--- src/rtl/div_sched_pkg.sv ---
// Shared types and helpers for the divider sequencer/arbiter (div_sched).
package div_sched_pkg;

    localparam int unsigned DEFAULT_XLEN = 32;
    localparam int unsigned MAX_XLEN     = 64;

    typedef enum logic [1:0] {
        OP_DIV  = 2'b00,
        OP_DIVU = 2'b01,
        OP_REM  = 2'b10,
        OP_REMU = 2'b11
    } div_op_e;

    typedef enum logic [1:0] {
        ST_IDLE = 2'd0,
        ST_BUSY = 2'd1,
        ST_RESP = 2'd2
    } state_e;

    function automatic logic is_signed_op(div_op_e op);
        return (op == OP_DIV) || (op == OP_REM);
    endfunction

    function automatic logic is_rem_op(div_op_e op);
        return (op == OP_REM) || (op == OP_REMU);
    endfunction

    // Most negative signed dividend for a given width (the overflow case when divided by -1).
    function automatic logic [MAX_XLEN-1:0] signed_ovf_a(int unsigned xlen);
        return {{(MAX_XLEN-1){1'b0}}, 1'b1} << (xlen - 1);
    endfunction

endpackage

--- src/rtl/div_sched_rr_arbiter.sv ---
// Round-robin grant over N requesters; pointer moves past the winner on accept.
module rr_arbiter #(
    parameter int unsigned N   = 2,
    parameter int unsigned IDW = (N > 1) ? $clog2(N) : 1
) (
    input  logic           clk,
    input  logic           rst_n,
    input  logic [N-1:0]   req_i,
    input  logic           accept_i,
    output logic [N-1:0]   grant_o,
    output logic [IDW-1:0] grant_idx_o
);

    logic [IDW-1:0] ptr_q;

    // First valid requester at or after the pointer, wrapping.
    always_comb begin
        logic           found;
        logic [IDW-1:0] j;
        found       = 1'b0;
        j           = '0;
        grant_idx_o = '0;
        for (int unsigned k = 0; k < N; k++) begin
            j = IDW'((32'(ptr_q) + k) % N);
            if (!found && req_i[j]) begin
                found       = 1'b1;
                grant_idx_o = j;
            end
        end
        grant_o = found ? (N'(1) << grant_idx_o) : '0;
    end

    always_ff @(posedge clk or negedge rst_n) begin
        if (!rst_n) begin
            ptr_q <= '0;
        end else if (accept_i) begin
            ptr_q <= (32'(grant_idx_o) == N - 1) ? '0 : grant_idx_o + IDW'(1);
        end
    end

endmodule

--- src/rtl/div_sched.sv ---
// Shares one iterative divider between NUM_REQ requesters; zero-divisor and signed overflow
// are resolved locally. DIV_SCHED_REUSE_EN adds a one-entry cache of the last divider result.
module div_sched
    import div_sched_pkg::*;
#(
    parameter int unsigned XLEN    = DEFAULT_XLEN,
    parameter int unsigned NUM_REQ = 2,
    parameter int unsigned TAG_W   = 4,
    parameter int unsigned ID_W    = (NUM_REQ > 1) ? $clog2(NUM_REQ) : 1
) (
    input  logic                     clock,
    input  logic                     reset_n,
    input  logic [NUM_REQ-1:0]       req_valid,
    output logic [NUM_REQ-1:0]       req_ready,
    input  logic [2*NUM_REQ-1:0]     req_op,
    input  logic [NUM_REQ*XLEN-1:0]  req_a,
    input  logic [NUM_REQ*XLEN-1:0]  req_b,
    input  logic [NUM_REQ*TAG_W-1:0] req_tag,
    output logic                     resp_valid,
    input  logic                     resp_ready,
    output logic [ID_W-1:0]          resp_id,
    output logic [TAG_W-1:0]         resp_tag,
    output logic [XLEN-1:0]          resp_data,
    output logic [XLEN-1:0]          div_a,
    output logic [XLEN-1:0]          div_b,
    output logic                     div_signed_a,
    output logic                     div_signed_b,
    output logic                     div_enable,
    input  logic [XLEN-1:0]          div_quotient,
    input  logic [XLEN-1:0]          div_remainder,
    input  logic                     div_data_valid
);

    localparam logic [XLEN-1:0] OVF_A = XLEN'(signed_ovf_a(XLEN));

    state_e            state_q;
    logic              rem_q, resp_valid_q, div_enable_q, div_signed_q;
    logic [ID_W-1:0]   resp_id_q;
    logic [TAG_W-1:0]  resp_tag_q;
    logic [XLEN-1:0]   resp_data_q, div_a_q, div_b_q;

    logic [NUM_REQ-1:0] grant;
    logic [ID_W-1:0]    grant_idx;
    logic               accept;

    logic [1:0]       op_arr  [NUM_REQ];
    logic [XLEN-1:0]  a_arr   [NUM_REQ];
    logic [XLEN-1:0]  b_arr   [NUM_REQ];
    logic [TAG_W-1:0] tag_arr [NUM_REQ];

    div_op_e          sel_op;
    logic [XLEN-1:0]  sel_a, sel_b, bypass_data_d;
    logic [TAG_W-1:0] sel_tag;
    logic             sel_signed, sel_rem, is_div0, is_ovf, hit, bypass_d;

    for (genvar g = 0; g < NUM_REQ; g++) begin : g_unpack
        assign op_arr[g]  = req_op[2*g +: 2];
        assign a_arr[g]   = req_a[g*XLEN +: XLEN];
        assign b_arr[g]   = req_b[g*XLEN +: XLEN];
        assign tag_arr[g] = req_tag[g*TAG_W +: TAG_W];
    end

    rr_arbiter #(.N(NUM_REQ), .IDW(ID_W)) u_arb (
        .clk         (clock),
        .rst_n       (reset_n),
        .req_i       (req_valid),
        .accept_i    (accept),
        .grant_o     (grant),
        .grant_idx_o (grant_idx)
    );

    assign req_ready = grant & {NUM_REQ{reset_n && (state_q == ST_IDLE)}};
    assign accept    = |(req_valid & req_ready);

`ifdef DIV_SCHED_REUSE_EN
    logic            cache_vld_q, cache_signed_q;
    logic [XLEN-1:0] cache_a_q, cache_b_q, cache_quo_q, cache_rem_q;

    // Remember operands and both results of the last divider completion.
    always_ff @(posedge clock or negedge reset_n) begin
        if (!reset_n) begin
            cache_vld_q    <= 1'b0;
            cache_signed_q <= 1'b0;
            cache_a_q      <= '0;
            cache_b_q      <= '0;
            cache_quo_q    <= '0;
            cache_rem_q    <= '0;
        end else if (state_q == ST_BUSY && div_data_valid) begin
            cache_vld_q    <= 1'b1;
            cache_signed_q <= div_signed_q;
            cache_a_q      <= div_a_q;
            cache_b_q      <= div_b_q;
            cache_quo_q    <= div_quotient;
            cache_rem_q    <= div_remainder;
        end
    end
`endif

    // Decode the winning request and decide whether the divider can be skipped.
    always_comb begin
        sel_op        = div_op_e'(op_arr[grant_idx]);
        sel_a         = a_arr[grant_idx];
        sel_b         = b_arr[grant_idx];
        sel_tag       = tag_arr[grant_idx];
        sel_signed    = is_signed_op(sel_op);
        sel_rem       = is_rem_op(sel_op);
        is_div0       = (sel_b == '0);
        is_ovf        = sel_signed && (sel_a == OVF_A) && (sel_b == '1);
        bypass_data_d = '0;
`ifdef DIV_SCHED_REUSE_EN
        hit = cache_vld_q && (cache_a_q == sel_a) && (cache_b_q == sel_b)
              && (cache_signed_q == sel_signed);
`else
        hit = 1'b0;
`endif
        bypass_d = is_div0 || is_ovf || hit;
        if (is_div0) begin
            bypass_data_d = sel_rem ? sel_a : '1;
        end else if (is_ovf) begin
            bypass_data_d = sel_rem ? '0 : sel_a;
        end else begin
`ifdef DIV_SCHED_REUSE_EN
            bypass_data_d = sel_rem ? cache_rem_q : cache_quo_q;
`endif
        end
    end

    always_ff @(posedge clock or negedge reset_n) begin
        if (!reset_n) begin
            state_q      <= ST_IDLE;
            rem_q        <= 1'b0;
            resp_valid_q <= 1'b0;
            resp_id_q    <= '0;
            resp_tag_q   <= '0;
            resp_data_q  <= '0;
            div_a_q      <= '0;
            div_b_q      <= '0;
            div_signed_q <= 1'b0;
            div_enable_q <= 1'b0;
        end else begin
            case (state_q)
                ST_IDLE: begin
                    if (accept) begin
                        resp_id_q    <= grant_idx;
                        resp_tag_q   <= sel_tag;
                        rem_q        <= sel_rem;
                        div_a_q      <= sel_a;
                        div_b_q      <= sel_b;
                        div_signed_q <= sel_signed;
                        if (bypass_d) begin
                            resp_data_q  <= bypass_data_d;
                            resp_valid_q <= 1'b1;
                            state_q      <= ST_RESP;
                        end else begin
                            div_enable_q <= 1'b1;
                            state_q      <= ST_BUSY;
                        end
                    end
                end
                ST_BUSY: begin
                    if (div_data_valid) begin
                        resp_data_q  <= rem_q ? div_remainder : div_quotient;
                        resp_valid_q <= 1'b1;
                        div_enable_q <= 1'b0;
                        state_q      <= ST_RESP;
                    end
                end
                ST_RESP: begin
                    if (resp_ready) begin
                        resp_valid_q <= 1'b0;
                        state_q      <= ST_IDLE;
                    end
                end
                default: state_q <= ST_IDLE;
            endcase
        end
    end

    assign resp_valid   = resp_valid_q;
    assign resp_id      = resp_id_q;
    assign resp_tag     = resp_tag_q;
    assign resp_data    = resp_data_q;
    assign div_a        = div_a_q;
    assign div_b        = div_b_q;
    assign div_signed_a = div_signed_q;
    assign div_signed_b = div_signed_q;
    assign div_enable   = div_enable_q;

endmodule

--- config.mk ---
export PLATFORM = sky130hd
export DESIGN_NAME = div_sched
export DESIGN_NICKNAME = d
export VERILOG_FILES = /design/src/rtl/div_sched_pkg.sv /design/src/rtl/div_sched_rr_arbiter.sv /design/src/rtl/div_sched.sv
export SDC_FILE = /design/constraint.sdc
export NUM_CORES = 1
export LEC_CHECK = 0
export BUFFER_PORTS_ARGS = -buffer_cell sky130_fd_sc_hd__buf_2
export CAP_MARGIN = 40
export CORE_ASPECT_RATIO = 0.9
export CORE_MARGIN = 4
export CORE_UTILIZATION = 35
export CTS_CLUSTER_DIAMETER = 200
export DETAILED_ROUTE_END_ITERATION = 10
export PLACE_DENSITY = 0.69
export SYNTH_ARGS = -nofsm -noshare
export SYNTH_HDL_FRONTEND = slang
export SYNTH_SLANG_ARGS = --single-unit
--- constraint.sdc ---
create_clock -name clock -period 2.1 [get_ports clock]
set_input_delay 0.105 -clock clock [delete_from_list [all_inputs] [get_ports clock]]
set_output_delay 0.105 -clock clock [all_outputs]
set_load 0.01 [all_outputs]
Word level (Yosys, flattened, before mapping):

Index checks and enable logic that the tools add are counted.

* reduce and logical (&&, ||, !) cells: 19
* $lt $le $gt $ge: 3
* equal/unequal tests: 11
* shift operators: 1
* muxes and demuxes: 45
* add/subtract/negate cells: 2
* bitwise logic cells: 3

Operator list (count)
* $mux W32: 14
* $eq A32 B32 Y1 const B: 2
* $pmux W32 S2: 1
* $logic_not A32 Y1: 1
* $mux W1: 16
* $mux W2: 8
* $mux W4: 3
* $ne A2 B2 Y1 const B: 5
* $reduce_and A4 Y1: 2
* $eq A2 B2 Y1 const B: 3
* $pmux W2 S3: 1
* $reduce_and A5 Y1: 1
* $and A2 B2 Y2: 2
* $logic_and A1 B1 Y1: 4
* $logic_not A2 Y1: 2
* $lt A1 B2 Y1 const B: 2
* $logic_or A1 B1 Y1: 3
* $pmux W1 S3: 1
* $reduce_and A3 Y1: 1
* $reduce_bool A3 Y1: 1
* $add A1 B1 Y1 const B: 2
* $eq A2 B1 Y1 const B: 1
* $ge A2 B2 Y1 const B: 1
* $not A1 Y2: 1
* other kinds (6): 6

* output and inout port bits: 107
* register bits: 108

Logic depth before layout (Yosys ltp):

* word-level depth: 19
* gate-level depth with buffers: 8
* mapped depth without buffers: 6

Modules after synthesis:

A second synthesis with hierarchy kept.

* cells, all modules: 608
* area, all modules: 6177.2 sq um

By module, submodules not included
* div_sched: area an instance 6093.3 sq um, seq. area each 2677.6 sq um, instances 1, cells each 601
* rr_arbiter: area an instance 83.8 sq um, seq. area each 25.0 sq um, instances 1, cells each 7

Worst setup path after synthesis:

OpenSTA, ideal clock, no wires.

* path type: input to register
* from: in req_a[58]
* to: reg resp_data_q[10] (netlist: resp_data[10])
* path buffers: 1
* arrival: 2.412 ns
* setup time: 0.126 ns
* setup slack: -0.438 ns
* cell stages on the path: 7
* path through: or4_1 -> or4_1 -> or4_1 -> a211oi_2 -> o31ai_2 -> buf_6 -> a221o_1

* word-level cells in the longest chain between the ends: 11
* elaborated cells on any way between the ends: 14
* classes of those cells: eq/ne (2); mux (8); reduce/logical (4)

Ends and longest elaborated chain
* start, declared: line div_sched.sv:16 `input logic [NUM_REQ*XLEN-1:0] req_a,`
* $mux W32 (implied by the code) * (3 in a row): line div_sched.sv:102 `sel_a = a_arr[grant_idx];`
* $eq A32 B32 Y1 *: line div_sched.sv:108 `is_ovf = sel_signed && (sel_a == OVF_A) && (sel_b == '1);`
* $logic_and A1 B1 Y1 * (2 in a row): line div_sched.sv:108
* $mux W32: line div_sched.sv:119 `end else if (is_ovf) begin`
* $mux W32: line div_sched.sv:117 `if (is_div0) begin`
* $mux W32: line div_sched.sv:150 `if (bypass_d) begin`
* $mux W32: line div_sched.sv:143 `if (accept) begin`
* $pmux W32 S2: line div_sched.sv:141 `case (state_q)`
* end signal, assigned: line div_sched.sv:151 `resp_data_q <= bypass_data_d;`
* end signal, assigned: line div_sched.sv:162 `resp_data_q <= rem_q ? div_remainder : div_quotient;`
* end, declared: line div_sched.sv:40 `logic [XLEN-1:0] resp_data_q, div_a_q, div_b_q;`

Mark *: on every way between the ends. The rest lies on a longest branch, timed or not. The select of a mux whose other input is x is not followed.
A chain may end at the register's enable or synchronous reset.

Final worst setup path:

* from: in req_a[58]
* to: reg resp_data_q[0] (netlist: resp_data[0])

The elaborated chain is that of the path after synthesis.

==> results.cfg <==
[timing]
fin_ws_ns = -0.3456
fmax_mhz = 408.9
period_share_pct = 116.5
fin_crit_ns = 2.446
clock_skew_ns = 0.006848
worst-slew-pin-transition_ns = 0.6921
hold_violations = 0
finalSetupViolations = 35
rsz0062_at_grt = yes
finalMaxSlewViolations = 0
relSlewSlack_pct = 53.86

[die]
io_pins = 317
initial_core_util_pct = 36.08
rows = 44
core_mm2 = 0.01635
dieArea_mm2 = 0.01900
die_w_um = 144.9
die-height_um = 131.2

[route]
met3_length_um = 1715
drc = 0
wl_per_cell_um = 19.57
via_count = 6448
wl_met2_um = 11380
viasPerCell = 5.373
ant_nets = 0
top_layer_used = met5
wl_met1_um = 9944
firstDrtPassIters = 5
routed_wl_um = 23490
drt_iter0_drc = 398

[worst_setup_path]
required_ns = 2.33
slowest_stage = or4_4
rr_startpoint = u_arb.ptr_q
reg2regPathDepth = 8
crit_top_cell = or4_4
worstPathMaxFanout = 22
slowest_delay_ns = 0.56
r2r-end = resp_data[0]
arrival_ns = 2.68
worstSetupStartpointType = input port
endpoint_kind = flop
r2r_slack_ns = -0.31
worstSetupPathType = in -> reg
crit_chain = buf_6 > or4_4 > or4_4 > or4_4 > a211oi_4 > o31ai_4 > buf_12 > a221o_2

[cts]
insertion_delay_ns = 0.35
cts-root-buf = clkbuf_16
clk_pin_slew_ns = 0.08
cts_sinks = 108
ctsHtreeMaxLevel = 3
cts_tree = done
cts_buffer_depth = 2
numCtsBuffers = 9

[power]
p_per_area_mw_per_mm2 = 1168
p_leak_nw = 4.373
ir_worst_vdd_mv = 0.5901

[run_status]
outcome = finished, violations left
violations = negative setup slack

[place]
io_buffers = 316
gp_congestion = 0.9330
dp_hpwl_um = 18180
placed_area_mm2 = 0.008317

[global_route]
grt_pass1_wl_um = 34860
grt_max_degree = 137
overflow = 0
first_global_vias = 6364
grt.total_usage_pct = 23.59
grt_antenna_before_repair = 1

[layout]
final_core_util_pct = 53.63
drive_above_1_share_pct = 45.46
final_cell_area_mm2 = 0.008770
area_growth_pct = 48.65
most-common-layout-cells = buf_2, nor2_1, dfrtp_1, a21oi_1, mux2i_1
nNetsFinal = 1197
final_common_cell = buf_2

[synthesis]
synth_cells = 603
ys.flop_type = dfrtp_1
syn-cell-area_mm2 = 0.005899
synth_area_per_cell_um2 = 9.783
synth_warnings = 0
synthArstFlopShare_pct = 100.0
ys_seq_area_share_pct = 45.81
synth_edf_count = 0
yosys_register_bits = 108
synth_cell_types = 45
syn-num-nets = 813

[hold_path]
holdPathStages = 3
hold_class = in -> reg
hp-start = req_tag[3]
whs_endpoint = resp_tag[3]

[run]
max_cap_viol_count = 0
[report_power, final]
| part | internal [mW] | total [mW] | switching [mW] | leakage [nW] |
|---|---|---|---|---|
| registers | 3.10 | 3.72 | 0.619 | 1.20 |
| clock network | 0.884 | 1.71 | 0.821 | 0.143 |
| logic | 2.23 | 4.82 | 2.59 | 3.03 |
[area by class of cell]
| class | count | area, um2 |
|---|---|---|
| Clock buffer | 11 | 252.7 |
| Tap cell | 207 | 259.0 |
| Clock inverter | 5 | 42.54 |
| Inverter | 1 | 3.754 |
| Sequential cell | 108 | 2704 |
| Multi-Input combinational cell | 449 | 3037 |
| Timing Repair Buffer | 418 | 2469 |
| Fill cell | 1527 | 7581 |
| Antenna cell | 1 | 2.502 |
[critical path, delay by kind of cell]
family / cells / cell delay, ns
AOI/OAI and AO/OA: 3 / 0.79
buffers and inverters: 2 / 0.27
and+or+nand+nor: 3 / 1.51
[cells by family after synthesis]
group                  count (synthesis)  synth area share, %
multiplexers                          99                16.84
flip-flops                           108                45.81
AND/OR/NAND/NOR                      201                16.48
AO/OA/AOI/OAI                        149                16.39
buffers and inverters                 46                4.475
[worst max path at each step]
stage | startpoint | endpoint | cells past startpoint
floorplan | req_a[58] | resp_data[10] | 7
global placement | req_a[58] | resp_data[1] | 8
detailed placement | req_a[58] | resp_data[0] | 8
CTS | req_a[58] | resp_data[0] | 8
global route | req_a[58] | resp_data[1] | 8
finish | req_a[58] | resp_data[0] | 8
[timing repair]
item	CTS	global route
gates resized for setup	13	4
setup endpoints to repair	36	38
hold buffers	7	0
pin swaps	6	4
hold endpoints to repair	32	0
setup buffers	1	0
gates cloned	1	0
[sequential cells by signal, summed over array words and instances, names as in the netlist]
register	flops
div_signed_a	1
div_a	32
div_enable	1
state_q	2
u_arb.ptr_q	1
resp_valid	1
div_b	32
resp_data	32
resp_tag	4
resp_id	1
rem_q	1
[cell usage after synthesis (3+ instances only)]
cell             n  area share [%]
nor2_1         110             7.0
a221o_2          3            0.57
dlygate4sd3_1    3            0.51
buf_6            6             1.1
dfrtp_1        108              46
mux2i_1         97              16
a221o_1         29             4.9
nand4_1         18             1.9
buf_1           10            0.64
nand3_1          3            0.25
or4_1           10             1.3
nor3_1           4            0.34
clkbuf_1        21             1.3
nand2_1         14            0.89
a21oi_1        100             8.5
nor4_1          24             2.5
dlygate4sd1_1    3            0.45
[per-stage QoR]
step / TNS [ns] / hold WS (ns) / power, mW / setup WS [ns] / cells
floorplan: -12.80 / -0.1906 / 6.297 / -0.4026 / 603
global placement: -25.26 / -0.07416 / 8.407 / -0.7659 / 1175
detailed placement: -27.62 / -0.07172 / 8.529 / -0.8224 / 1175
CTS: -10.59 / 0.003075 / 10.30 / -0.3629 / 1200
global route: -11.41 / 0.007676 / 10.91 / -0.3895 / 1199
finish: -9.632 / 0.01247 / 10.25 / -0.3456 / 1200
[metal layers]
metal | vias up | track usage (%)
li1 | 3022 | -
met5 | - | 0
met4 | 2 | 5.907
met2 | 281 | 39.91
met1 | 3109 | 30.77
met3 | 34 | 4.760
(Power assumes the default switching activity.)
